File: config.mk
export PLATFORM = sky130hd
export DESIGN_NAME = mult_sequenciador
export DESIGN_NICKNAME = d
export VERILOG_FILES = /design/src/rtl/mult_sequenciador.sv
export SDC_FILE = /design/constraint.sdc
export NUM_CORES = 1
export LEC_CHECK = 0
export ABC_AREA = 0
export CORE_ASPECT_RATIO = 1.2
export CORE_MARGIN = 3
export CORE_UTILIZATION = 45
export CTS_CLUSTER_DIAMETER = 150
export DETAILED_ROUTE_END_ITERATION = 10
export PLACE_DENSITY_LB_ADDON = 0.08
export SYNTH_ARGS = -nofsm -noshare
export SYNTH_HDL_FRONTEND = slang
export SYNTH_SLANG_ARGS = --single-unit
File: constraint.sdc
create_clock -name Clk -period 2.4 [get_ports Clk]
set_input_delay 0.36 -clock Clk [delete_from_list [all_inputs] [get_ports Clk]]
set_output_delay 0.36 -clock Clk [all_outputs]
set_load 0.01 [all_outputs]
File: src/rtl/mult_sequenciador.sv
// Operand sequencer for the 4x4 shift-add multiplier: pair FIFO, issue FSM, result slot and watchdog.
// Optional result accumulator enabled by defining MULT_SEQ_ACCUM_EN.
module mult_sequenciador #(
  parameter int FIFO_DEPTH = 4,
  parameter int TIMEOUT    = 31
) (
  input  logic                        Clk,
  input  logic                        Rst,
  input  logic                        In_Valid,
  output logic                        In_Ready,
  input  logic [3:0]                  In_A,
  input  logic [3:0]                  In_B,
  output logic                        Mul_St,
  output logic [3:0]                  Mul_A,
  output logic [3:0]                  Mul_B,
  input  logic                        Mul_Done,
  input  logic                        Mul_Idle,
  input  logic [7:0]                  Mul_Produto,
  input  logic                        Acc_Clr,
  output logic                        Out_Valid,
  input  logic                        Out_Ready,
  output logic [11:0]                 Out_Dado,
  output logic [$clog2(FIFO_DEPTH):0] Count,
  output logic                        Busy,
  output logic                        Timeout_Err
);

  localparam int PW = $clog2(FIFO_DEPTH);
  localparam int CW = PW + 1;
  localparam logic [CW-1:0] DEPTH_C   = CW'(FIFO_DEPTH);
  localparam logic [7:0]    TIMEOUT_C = 8'(TIMEOUT);

  typedef enum logic [1:0] {
    ST_IDLE  = 2'd0,
    ST_START = 2'd1,
    ST_WAIT  = 2'd2
  } state_t;

  state_t        state_r;
  logic [3:0]    mem_a_r [FIFO_DEPTH];
  logic [3:0]    mem_b_r [FIFO_DEPTH];
  logic [PW-1:0] wr_ptr_r;
  logic [PW-1:0] rd_ptr_r;
  logic [7:0]    wd_r;
  logic          done_q_r;
  logic          push_s;
  logic          pop_s;
  logic          done_edge_s;
  logic          capture_s;
  logic [11:0]   result_s;

  // In_Ready looks only at the current occupancy, so a full FIFO never admits a push on a pop edge.
  assign In_Ready    = !Rst && (Count < DEPTH_C);
  assign Busy        = (state_r != ST_IDLE) || (Count != {CW{1'b0}});
  assign push_s      = In_Valid && In_Ready;
  assign pop_s       = (state_r == ST_IDLE) && (Count != {CW{1'b0}}) && Mul_Idle && !Out_Valid;
  assign done_edge_s = Mul_Done && !done_q_r;
  assign capture_s   = (state_r == ST_WAIT) && done_edge_s;

`ifdef MULT_SEQ_ACCUM_EN
  logic [11:0] acc_r;
  logic [11:0] acc_base_s;

  // Clear takes effect before the add when both land on the same edge.
  always_comb begin
    if (Acc_Clr) begin
      acc_base_s = 12'd0;
    end else begin
      acc_base_s = acc_r;
    end
    result_s = acc_base_s + {4'd0, Mul_Produto};
  end

  // Accumulator register, wraps modulo 4096.
  always_ff @(posedge Clk) begin
    if (Rst) begin
      acc_r <= 12'd0;
    end else if (capture_s) begin
      acc_r <= result_s;
    end else if (Acc_Clr) begin
      acc_r <= 12'd0;
    end else begin
      acc_r <= acc_r;
    end
  end
`else
  logic acc_clr_unused_s;

  assign acc_clr_unused_s = Acc_Clr;
  assign result_s         = {4'd0, Mul_Produto};
`endif

  // FIFO storage; only ever read behind a written slot, so it carries no reset.
  always_ff @(posedge Clk) begin
    if (push_s) begin
      mem_a_r[wr_ptr_r] <= In_A;
      mem_b_r[wr_ptr_r] <= In_B;
    end
  end

  // FIFO pointers and occupancy.
  always_ff @(posedge Clk) begin
    if (Rst) begin
      wr_ptr_r <= {PW{1'b0}};
      rd_ptr_r <= {PW{1'b0}};
      Count    <= {CW{1'b0}};
    end else begin
      if (push_s) begin
        wr_ptr_r <= wr_ptr_r + PW'(1);
      end
      if (pop_s) begin
        rd_ptr_r <= rd_ptr_r + PW'(1);
      end
      case ({push_s, pop_s})
        2'b10:   Count <= Count + CW'(1);
        2'b01:   Count <= Count - CW'(1);
        default: Count <= Count;
      endcase
    end
  end

  // Done history; resets high so a Done still asserted out of reset is not seen as an edge.
  always_ff @(posedge Clk) begin
    if (Rst) begin
      done_q_r <= 1'b1;
    end else begin
      done_q_r <= Mul_Done;
    end
  end

  // Issue FSM with watchdog, result slot and sticky timeout flag.
  always_ff @(posedge Clk) begin
    if (Rst) begin
      state_r     <= ST_IDLE;
      Mul_St      <= 1'b0;
      Mul_A       <= 4'd0;
      Mul_B       <= 4'd0;
      Out_Valid   <= 1'b0;
      Out_Dado    <= 12'd0;
      Timeout_Err <= 1'b0;
      wd_r        <= 8'd0;
    end else begin
      Mul_St <= 1'b0;
      if (Out_Valid && Out_Ready) begin
        Out_Valid <= 1'b0;
      end
      case (state_r)
        ST_IDLE: begin
          wd_r <= 8'd0;
          if (pop_s) begin
            Mul_A   <= mem_a_r[rd_ptr_r];
            Mul_B   <= mem_b_r[rd_ptr_r];
            Mul_St  <= 1'b1;
            state_r <= ST_START;
          end
        end
        ST_START: begin
          wd_r    <= 8'd0;
          state_r <= ST_WAIT;
        end
        ST_WAIT: begin
          if (done_edge_s) begin
            Out_Dado  <= result_s;
            Out_Valid <= 1'b1;
            wd_r      <= 8'd0;
            state_r   <= ST_IDLE;
          end else if ((wd_r + 8'd1) == TIMEOUT_C) begin
            Timeout_Err <= 1'b1;
            wd_r        <= 8'd0;
            state_r     <= ST_IDLE;
          end else begin
            wd_r <= wd_r + 8'd1;
          end
        end
        default: begin
          state_r <= ST_IDLE;
        end
      endcase
    end
  end

endmodule

==> impl_metrics.tcl <==
set metrics [dict create \
    hpwl_um 3730 \
    post-cts-setup-buffer-count 0 \
    hold_buffers 0 \
    drt-initial-drc-count 49 \
    syn_area_sq_um 2930 \
    drv_cap 0 \
    pwr-share-comb 0.242 \
    arrival_ns 1.79 \
    synth_area_leaders "edfxtp_1 (33%), dfxtp_1 (25%), mux4_2 (6.1%)" \
    synth-edff-count 32 \
    worst_pin_slew_ns 0.672 \
    antenna_cells 0 \
    yosysTopAreaCell "edfxtp_1" \
    p_sw_uw 941 \
    crit_slowest_cell "clkdlybuf4s50_1" \
    ys_warn_count 0 \
    io_pins 51 \
    drtPass1Iterations 4 \
    internal_power_mw 2.16 \
    synth_top_area_share 0.328 \
    top_layer_used "met4" \
    rsz0062_at_grt "false" \
    p_seq_frac 0.469 \
    synth_top_flop_cell "dfxtp_1" \
    antenna_found_initial 0 \
    ys_seq_area_frac 0.580 \
    routabilityCongestion 0.786 \
    fin_crit_sh 0.897 \
    nets 320 \
    slew_headroom 0.551 \
    drc_errors 0 \
    io_buffer_count 45 \
    power_density_nw_per_um2 849 \
    grt_pass1_wl_um 9180 \
    std_cell_rows 31 \
    wl_met3_um 219 \
    clockBufferDepth 2 \
    synth_area_per_cell_sq_um 12.3 \
    p_sw_frac 0.303 \
    htreeDepth 3 \
    num_vias 1946 \
    drt-total-wl_um 5490 \
    critPathKind "reg2out" \
    cts_tree "done" \
    synth.most_common_cell "dfxtp_1" \
    synth_common_cells "dfxtp_1 (37), edfxtp_1 (32), nand2_1 (21)" \
    crit_buf_inv 1 \
    die_y_um 94.5 \
    grt_max_degree 40 \
    path_max_fanout 5 \
    hold_viol 0 \
    start_util 0.476 \
    grtUsageTotal 0.163 \
    holdWs_ns 0.458 \
    syn_to_final_growth_pct 24.5 \
    cts-root-buf "clkbuf_8" \
    cp_cell_sequence "or3_1, nand2b_1, clkdlybuf4s50_1" \
    async_flop_share 0 \
    ant_nets 0 \
    yosysUniqueCellTypes 54 \
    final.setup_skew_ns 0.0116 \
    min_path_type "reg2reg" \
    met2WireLength_um 2770 \
    ir_worst_vdd_uv 492 \
    synth_seq_cells 69 \
    critical_path_required_ns 2.04 \
    power_leakage_nw 1.30 \
    cts-resized-gates 0 \
    numCtsBuffers 9 \
    gr-total-overflow 0 \
    outcome "finished, final reports clean" \
    die_area_sq_um 7530 \
    core_sq_um 6170 \
    wl_per_cell_um 14.6 \
    clk_latency_ns 0.35 \
    end_kind "output port" \
    finalCriticalPeriod_ns 2.15 \
    final_util 0.592 \
    vias_per_cell 5.18 \
    setup_tns_ns 0 \
    synth_cells 238 \
    clock-sinks 69 \
    grt_pass1_vias 1890 \
    die_x_um 79.7 \
    m1WireLength_um 2390 \
    setup_viol 0 \
    timing.fmax_mhz 465 \
    critPathMaxStageDelay_ns 0.50 \
    finalMaxSlewViolations 0 \
    clk_pin_slew_ns 0.08 \
    crit_path_start_kind "flip-flop" \
    pwr-share-clk 0.288 \
    drive_gt1_frac 0.150 \
    critPathTopFamily "simple AND/OR/NAND/NOR gates" \
]
## power by group through the flow
stage	Combinational, mW	Sequential, mW	Clock (mW)
after floorplan	0.516	1.44	0
after global placement	0.752	1.48	0
after detailed placement	0.763	1.49	0
after CTS	0.766	1.46	0.931
after global routing	0.830	1.48	0.985
final	0.752	1.46	0.894
## sequential cells by signal, summed over array words and instances, names as in the netlist, 2 cells and up
register,flops
Count,3
mem_b_r,16
Mul_A,4
mem_a_r,16
wd_r,8
state_r,2
wr_ptr_r,2
Out_Dado,8
rd_ptr_r,2
Mul_B,4
## cells in the final DEF, fill, tap and decap left out, types with 3 or more instances in the layout
cell type,synthesis,layout
mux4_2,8,8
nand2b_1,3,3
mux2i_1,8,8
nor2_1,20,20
xor2_1,4,4
buf_4,4,7
nand3_1,3,3
inv_2,3,3
nand3b_1,3,3
ha_1,7,7
inv_1,6,6
a21oi_1,14,14
edfxtp_1,32,32
dfxtp_1,37,37
nand4_1,3,3
clkbuf_8,0,9
conb_1,1,4
clkdlybuf4s50_1,0,45
a311oi_1,3,3
and3_1,5,5
nand2_1,21,21
## metal layers
| metal | GRT usage | up-vias |
|---|---|---|
| met1 | 0.193 | 928 |
| met5 | 0 | - |
| met2 | 0.275 | 43 |
| met3 | 0.0344 | 8 |
| met4 | 0.0903 | 0 |
| li1 | - | 967 |
## area by class of cell
class | count | area (sq um)
clock buffer | 9 | 124
clock inverter | 7 | 65.1
fill | 519 | 2510
inverter | 9 | 33.8
multi-input combinational | 148 | 1120
sequential | 69 | 1700
tap | 82 | 103
timing repair buffer | 52 | 503
## final timing paths
| check | startpoint | endpoint | slack (ns) | cells past startpoint |
|---|---|---|---|---|
| worst max-delay path | Count[2] | Busy | 0.25 | 3 |
| worst min-delay path | Out_Dado[2] | Out_Dado[2] | 0.46 | 2 |
| worst max register to register | state_r[1] | Count[2] | 0.37 | 9 |
| worst min register to register | Out_Dado[2] | Out_Dado[2] | 0.46 | 2 |
## cell families after synthesis
| group | synth area share |
|---|---|
| buf+inv | 0.0409 |
| compound gates | 0.0806 |
| mux | 0.0887 |
| flops | 0.580 |
| simple gates | 0.157 |
| other cells | 0.00128 |
| xor+xnor | 0.0149 |
| fa+ha+maj | 0.0367 |
## stage by stage
stage	area [sq um]	setup WS (ns)	power, mW	instances
after floorplan	2950	0.230	1.95	241
final	3650	0.248	3.10	376
after global routing	3650	0.160	3.29	376
after CTS	3650	0.213	3.16	376
after global placement	3460	-0.0633	2.23	360
after detailed placement	3460	-0.0770	2.25	360
## worst register-to-register path, delay by kind of cell, from the launching register on
family | cells | cell delay, ns
and+or+nand+nor | 3 | 0.65
adders and majority gates | 2 | 0.52
AOI/OAI and AO/OA | 1 | 0.13
buffers and inverters | 2 | 0.10
DFF | 1 | 0.39
xor gates and xnor gates | 1 | 0.16
Note: power is estimated with default switching activity, not from simulation.
